[config.mk]
export PLATFORM = sky130hd
export DESIGN_NAME = multi_timer_ctrl
export DESIGN_NICKNAME = d
export VERILOG_FILES = /design/src/rtl/multi_timer_ctrl_pkg.sv /design/src/rtl/timer_channel.sv /design/src/rtl/multi_timer_ctrl.sv
export SDC_FILE = /design/constraint.sdc
export NUM_CORES = 1
export LEC_CHECK = 0
export CORE_MARGIN = 2
export CORE_UTILIZATION = 45
export DETAILED_ROUTE_END_ITERATION = 10
export PLACE_DENSITY = 0.84
export SLEW_MARGIN = 20
export SYNTH_ARGS = -nofsm -noshare
export SYNTH_HDL_FRONTEND = slang
export SYNTH_SLANG_ARGS = --single-unit
[constraint.sdc]
create_clock -name clk -period 2.2 [get_ports clk]
set_input_delay 0.44 -clock clk [delete_from_list [all_inputs] [get_ports clk]]
set_output_delay 0.44 -clock clk [all_outputs]
set_load 0.05 [all_outputs]
[src/rtl/multi_timer_ctrl_pkg.sv]
// Shared timer definitions: per-channel state encoding, which is also the
// value presented on each channel's status field.
package multi_timer_ctrl_pkg;

  typedef enum logic [1:0] {
    ST_IDLE    = 2'b00,
    ST_RUNNING = 2'b01,
    ST_PAUSED  = 2'b10,
    ST_EXPIRED = 2'b11
  } timer_state_e;

endpackage

[src/rtl/timer_channel.sv]
// One timer channel: IDLE/RUNNING/PAUSED/EXPIRED control with a tick-driven
// counter that terminates at limit, either reloading or expiring.
module timer_channel
  import multi_timer_ctrl_pkg::*;
#(
  parameter int CNT_W = 16
) (
  input  logic             clk,
  input  logic             rst_n,
  input  logic             tick,
  input  logic             start,
  input  logic             stop,
  input  logic             clear,
  input  logic             auto_reload,
  input  logic [CNT_W-1:0] limit,
  output logic [CNT_W-1:0] count,
  output logic [1:0]       status,
  output logic             done
);

  timer_state_e     state_q, state_d;
  logic [CNT_W-1:0] count_d;
  logic             done_d;
  logic             terminal;

  // Using >= means a limit lowered below the current count ends the period on
  // the next tick rather than letting the counter wrap.
  assign terminal = (state_q == ST_RUNNING) && tick && (count >= limit);

  always_ff @(posedge clk or negedge rst_n) begin
    if (!rst_n) begin
      state_q <= ST_IDLE;
      count   <= '0;
      done    <= 1'b0;
    end else begin
      state_q <= state_d;
      count   <= count_d;
      done    <= done_d;
    end
  end

  always_comb begin
    state_d = state_q;
    count_d = count;
    done_d  = 1'b0;
    if (clear) begin
      state_d = ST_IDLE;
      count_d = '0;
    end else begin
      case (state_q)
        ST_IDLE: begin
          if (start) state_d = ST_RUNNING;
        end
        ST_RUNNING: begin
          if (terminal) begin
            done_d = 1'b1;
            if (auto_reload) begin
              count_d = '0;
              state_d = stop ? ST_PAUSED : ST_RUNNING;
            end else begin
              state_d = ST_EXPIRED;
            end
          end else begin
            // A stop in the same cycle as a tick still lets that tick count.
            if (tick) count_d = count + CNT_W'(1);
            if (stop) state_d = ST_PAUSED;
          end
        end
        ST_PAUSED: begin
          if (start) state_d = ST_RUNNING;
        end
        ST_EXPIRED: begin
          if (start) begin
            state_d = ST_RUNNING;
            count_d = '0;
          end
        end
        default: begin
          state_d = ST_IDLE;
          count_d = '0;
        end
      endcase
    end
  end

  assign status = state_q;

endmodule

[src/rtl/multi_timer_ctrl.sv]
// Bank of NUM_CH independent timer channels sharing one tick strobe; all
// outputs come from channel registers or decode of registered state.
module multi_timer_ctrl
  import multi_timer_ctrl_pkg::*;
#(
  parameter int NUM_CH = 4,
  parameter int CNT_W  = 16
) (
  input  logic                    clk,
  input  logic                    rst_n,
  input  logic                    tick,
  input  logic [NUM_CH-1:0]       start,
  input  logic [NUM_CH-1:0]       stop,
  input  logic [NUM_CH-1:0]       clear,
  input  logic [NUM_CH-1:0]       auto_reload,
  input  logic [NUM_CH*CNT_W-1:0] limit,
  output logic [NUM_CH*CNT_W-1:0] count,
  output logic [2*NUM_CH-1:0]     status,
  output logic [NUM_CH-1:0]       done,
  output logic                    any_running
);

  logic [NUM_CH-1:0] running;

  for (genvar i = 0; i < NUM_CH; i++) begin : g_ch
    timer_channel #(.CNT_W(CNT_W)) u_ch (
      .clk         (clk),
      .rst_n       (rst_n),
      .tick        (tick),
      .start       (start[i]),
      .stop        (stop[i]),
      .clear       (clear[i]),
      .auto_reload (auto_reload[i]),
      .limit       (limit[i*CNT_W +: CNT_W]),
      .count       (count[i*CNT_W +: CNT_W]),
      .status      (status[2*i +: 2]),
      .done        (done[i])
    );
    assign running[i] = (status[2*i +: 2] == ST_RUNNING);
  end

  assign any_running = |running;

endmodule
==> out/qor.yml, run 1 <==
drt:
  dr.pass1.iters: 5
  drc_errors: 0
  num_vias: 6787
  vias_per_cell: 5.73
  routed_wl_um: 21900
  first_iter_violations: 478
  ant_nets: 0
  wire_per_inst_um: 18.5
clocking:
  cts_inserted_buffers: 9
  cts_sinks: 76
  clkTransAtPathRegs_ns: 0.06
  cts-root-buf: "clkbuf_16"
  holdBufCountCts: 0
  clk_latency_ns: 0.33
  ctsHtreeMaxLevel: 3
  cts_tree: "done"
  clk_path_buf_depth: 2
floorplan:
  dieArea_um2: 13900
  core_area_um2: 12600
  die_h_um: 118
  io_pins: 160
  rows: 41
  die_width_um: 118
  initial_core_util: 0.462
layout:
  drive_gt1_frac: 0.438
  fillers: 687
  area_growth_pct: 79.5
  finalNetCount: 1157
synthesis:
  async_flop_share: 1.00
  yosysWarningCount: 0
  ys_types: 63
  synth_seq_area_share: 0.326
  synth-seq-cells: 76
  netlist_area_um2: 5830
  synth-main-ff-cell: "dfrtp_1"
  syn-num-nets: 854
  synth_cells: 703
  synth-edff-count: 0
  syn_avg_cell_area_um2: 8.30
  synth_top_area_cell: "dfrtp_1"
  synth_top_area_share: 0.326
  synthTopCellsByArea: "dfrtp_1 (33%), ha_1 (15%), inv_1 (5.7%)"
timing:
  slew_headroom: 0.613
  worst_slack_ns: -0.320
  hold_viol_final: 0
  clock.fmax_mhz: 397
  final-setup-viol-count: 67
  period_minus_slack_ns: 2.52
  worst_pin_slew_ns: 0.578
  post-route-period-util: 1.15
  fin_skew_ns: 0.00758
  slew_violations: 0
  rsz0062_at_grt: "true"
worst_setup_path:
  cpMaxStageDelayCell: "dfrtp_2"
  critical_path_required_ns: 2.43
  crit_fanout: 8
  cp_slowest_stage_delay_ns: 0.42
  cp_cell_sequence: "inv_2 -> ha_4 -> nand2b_4 -> a2111oi_4 -> or4_4 -> nand3_4 -> a41o_1 -> buf_6 -> or2_1 -> buf_6 -> o31ai_1"
  critPathCaptureType: "register"
  worstSetupPathType: "reg2reg"
  arrival_ns: 2.75
  timing.rr.start: "g_ch[3].u_ch.count[0]"
  cp_top_family: "compound AO/OA/AOI/OAI gates"
  reg2regPathDepth: 11
  rrSetupSlack_ns: -0.32
  critPathLaunchType: "register"
  r2r_end: "g_ch[3].u_ch.count[11]"
  crit_top_cell: "buf_6"
  crit_buf_inv: 3
run_status:
  status: "finished with violations"
  violations: "setup timing"
power:
  fin_total_pwr_uw: 4690
  p_leak_uw: 0.00476
  power.density_nw_per_um2: 448
  peakVddDrop_mv: 0.322
flow_run:
  drv_cap: 0
grt:
  grt-ovfl-total: 0
  grtUsageTotal: 0.291
  grt_max_degree: 39
  grt_pass1_vias: 7034
  grt_antenna_before_repair: 1
  grt_pass1_wl_um: 33300
place:
  dp.final_hpwl_um: 13200
  routabilityCongestion: 0.859
  place_ws_ns: -0.877
  port_buffers: 159
min_path:
  min_path_type: "in2async"
==> routing by layer <==
| layer | vias to the layer above | wire [µm] | track usage |
|---|---|---|---|
| li1 | 3138 | - | - |
| met5 | - | 0 | 0 |
| met2 | 323 | 11400 | 0.519 |
| met4 | 0 | 563 | 0.117 |
| met1 | 3269 | 8660 | 0.346 |
| met3 | 57 | 1290 | 0.0509 |
==> registers in the layout, summed over array words and instances, names as in the netlist <==
register,flops
g_ch.u_ch.count,64
g_ch.u_ch.done,4
g_ch.u_ch.status,8
==> cell type report <==
class,instances,area [µm²],area share
multi-input cells,520,4820,0.461
repair buffers,310,2820,0.269
flip-flops and latches,76,1960,0.187
inverters,89,334,0.0319
clock buffers,11,243,0.0232
well taps,172,215,0.0206
clock inverters,5,75.1,0.00717
diodes,1,2.50,0.000239
==> placed cells by master, fill, tap and decap left out, types with 12 or more instances in the layout <==
cell	instances
buf_4	126
clkdlybuf4s50_1	107
inv_1	62
nand2_1	52
dfrtp_2	46
dlygate4sd2_1	42
ha_4	37
nand3_1	33
dfrtp_1	30
ha_1	29
inv_2	27
nor2_1	25
a21oi_2	25
buf_6	24
nand2_2	23
a21oi_1	21
o21ai_2	18
o21ai_1	17
or3_1	13
nand4_1	13
nor3_1	13
nand3_2	12
and3_1	12
==> worst reg2reg max path, delay by kind of cell (launching register included) <==
kind	cells	cell delay, ns
AO/OA/AOI/OAI	3	0.81
AND/OR/NAND/NOR	4	0.63
flip-flops	1	0.42
buffers and inverters	3	0.35
adder cells (fa/ha/maj)	1	0.19
==> repair_timing <==
item                       in CTS  in global routing
pin swaps                      96                 75
buffers inserted               26                 12
resized for setup             214                 97
setup endpoints to repair      73                 73
gates cloned                    8                  0
==> synthesized netlist by cell type (all sizes together) (7+ instances only) <==
library cell  count
inv              89
nand2            80
dfrtp            76
ha               68
a21oi            51
nand3            48
o21ai            47
nor2             29
nor3             18
or3              18
and3             16
buf              15
nand4            13
a21o             11
mux2i             9
nand2b            9
a221o             8
nor2b             8
or2               8
a2bb2oi           7
o31ai             7
==> power breakdown <==
group          internal, µW  total (µW)  switching (µW)
Clock                  1020        1630             609
Sequential             1460        1520            62.1
Combinational           714        1540             829
Total                  3190        4690            1500
==> metrics by stage <==
stage          utilization  std cells  hold slack (ns)  area (µm²)  TNS [ns]
6_report             0.829       1184            0.161       10500    -10.68
5_1_grt              0.829       1184            0.198       10500    -17.83
4_1_cts              0.794       1178            0.179       10000     -6.16
3_5_place_dp         0.686       1131            0.533        8650    -47.91
3_3_place_gp         0.686       1131            0.529        8650    -42.47
2_1_floorplan            -        703            0.144        6120     -9.69
==> worst max-delay path by stage <==
stage,from,to,slack (ns),depth (start not counted)
3_5_place_dp,limit[63],g_ch[3].u_ch.count[15],-0.88,10
6_report,g_ch[3].u_ch.count[0],g_ch[3].u_ch.count[11],-0.32,11
5_1_grt,g_ch[3].u_ch.count[0],g_ch[3].u_ch.count[11],-0.41,11
4_1_cts,g_ch[3].u_ch.count[0],g_ch[3].u_ch.count[14],-0.27,11
3_3_place_gp,limit[63],g_ch[3].u_ch.count[14],-0.72,10
2_1_floorplan,g_ch[3].u_ch.count[0],g_ch[3].u_ch.count[14],-0.26,11
==> cell families (layout without fill, tap and decap cells) <==
| kind of cell | after synthesis | count (layout) | synth area share |
|---|---|---|---|
| flops | 76 | 76 | 0.326 |
| simple gates | 262 | 263 | 0.225 |
| buf+inv | 109 | 415 | 0.0766 |
| fa+ha+maj | 68 | 68 | 0.146 |
| other cells | 0 | 1 | 0 |
| mux | 9 | 9 | 0.0154 |
| compound gates | 179 | 180 | 0.211 |
Power figures use the tool's default switching activity.
==> inputs of run 2 (changes only) <==
--- a/config.mk
+++ b/config.mk
@@ -7,6 +7,7 @@
 export LEC_CHECK = 0
 export CORE_MARGIN = 2
 export CORE_UTILIZATION = 45
+export CTS_CLUSTER_SIZE = 14
 export DETAILED_ROUTE_END_ITERATION = 10
 export PLACE_DENSITY = 0.84
 export SLEW_MARGIN = 20
==> results of run 2 <==
Final layout, timing and power as in run 1 (identical DEF).
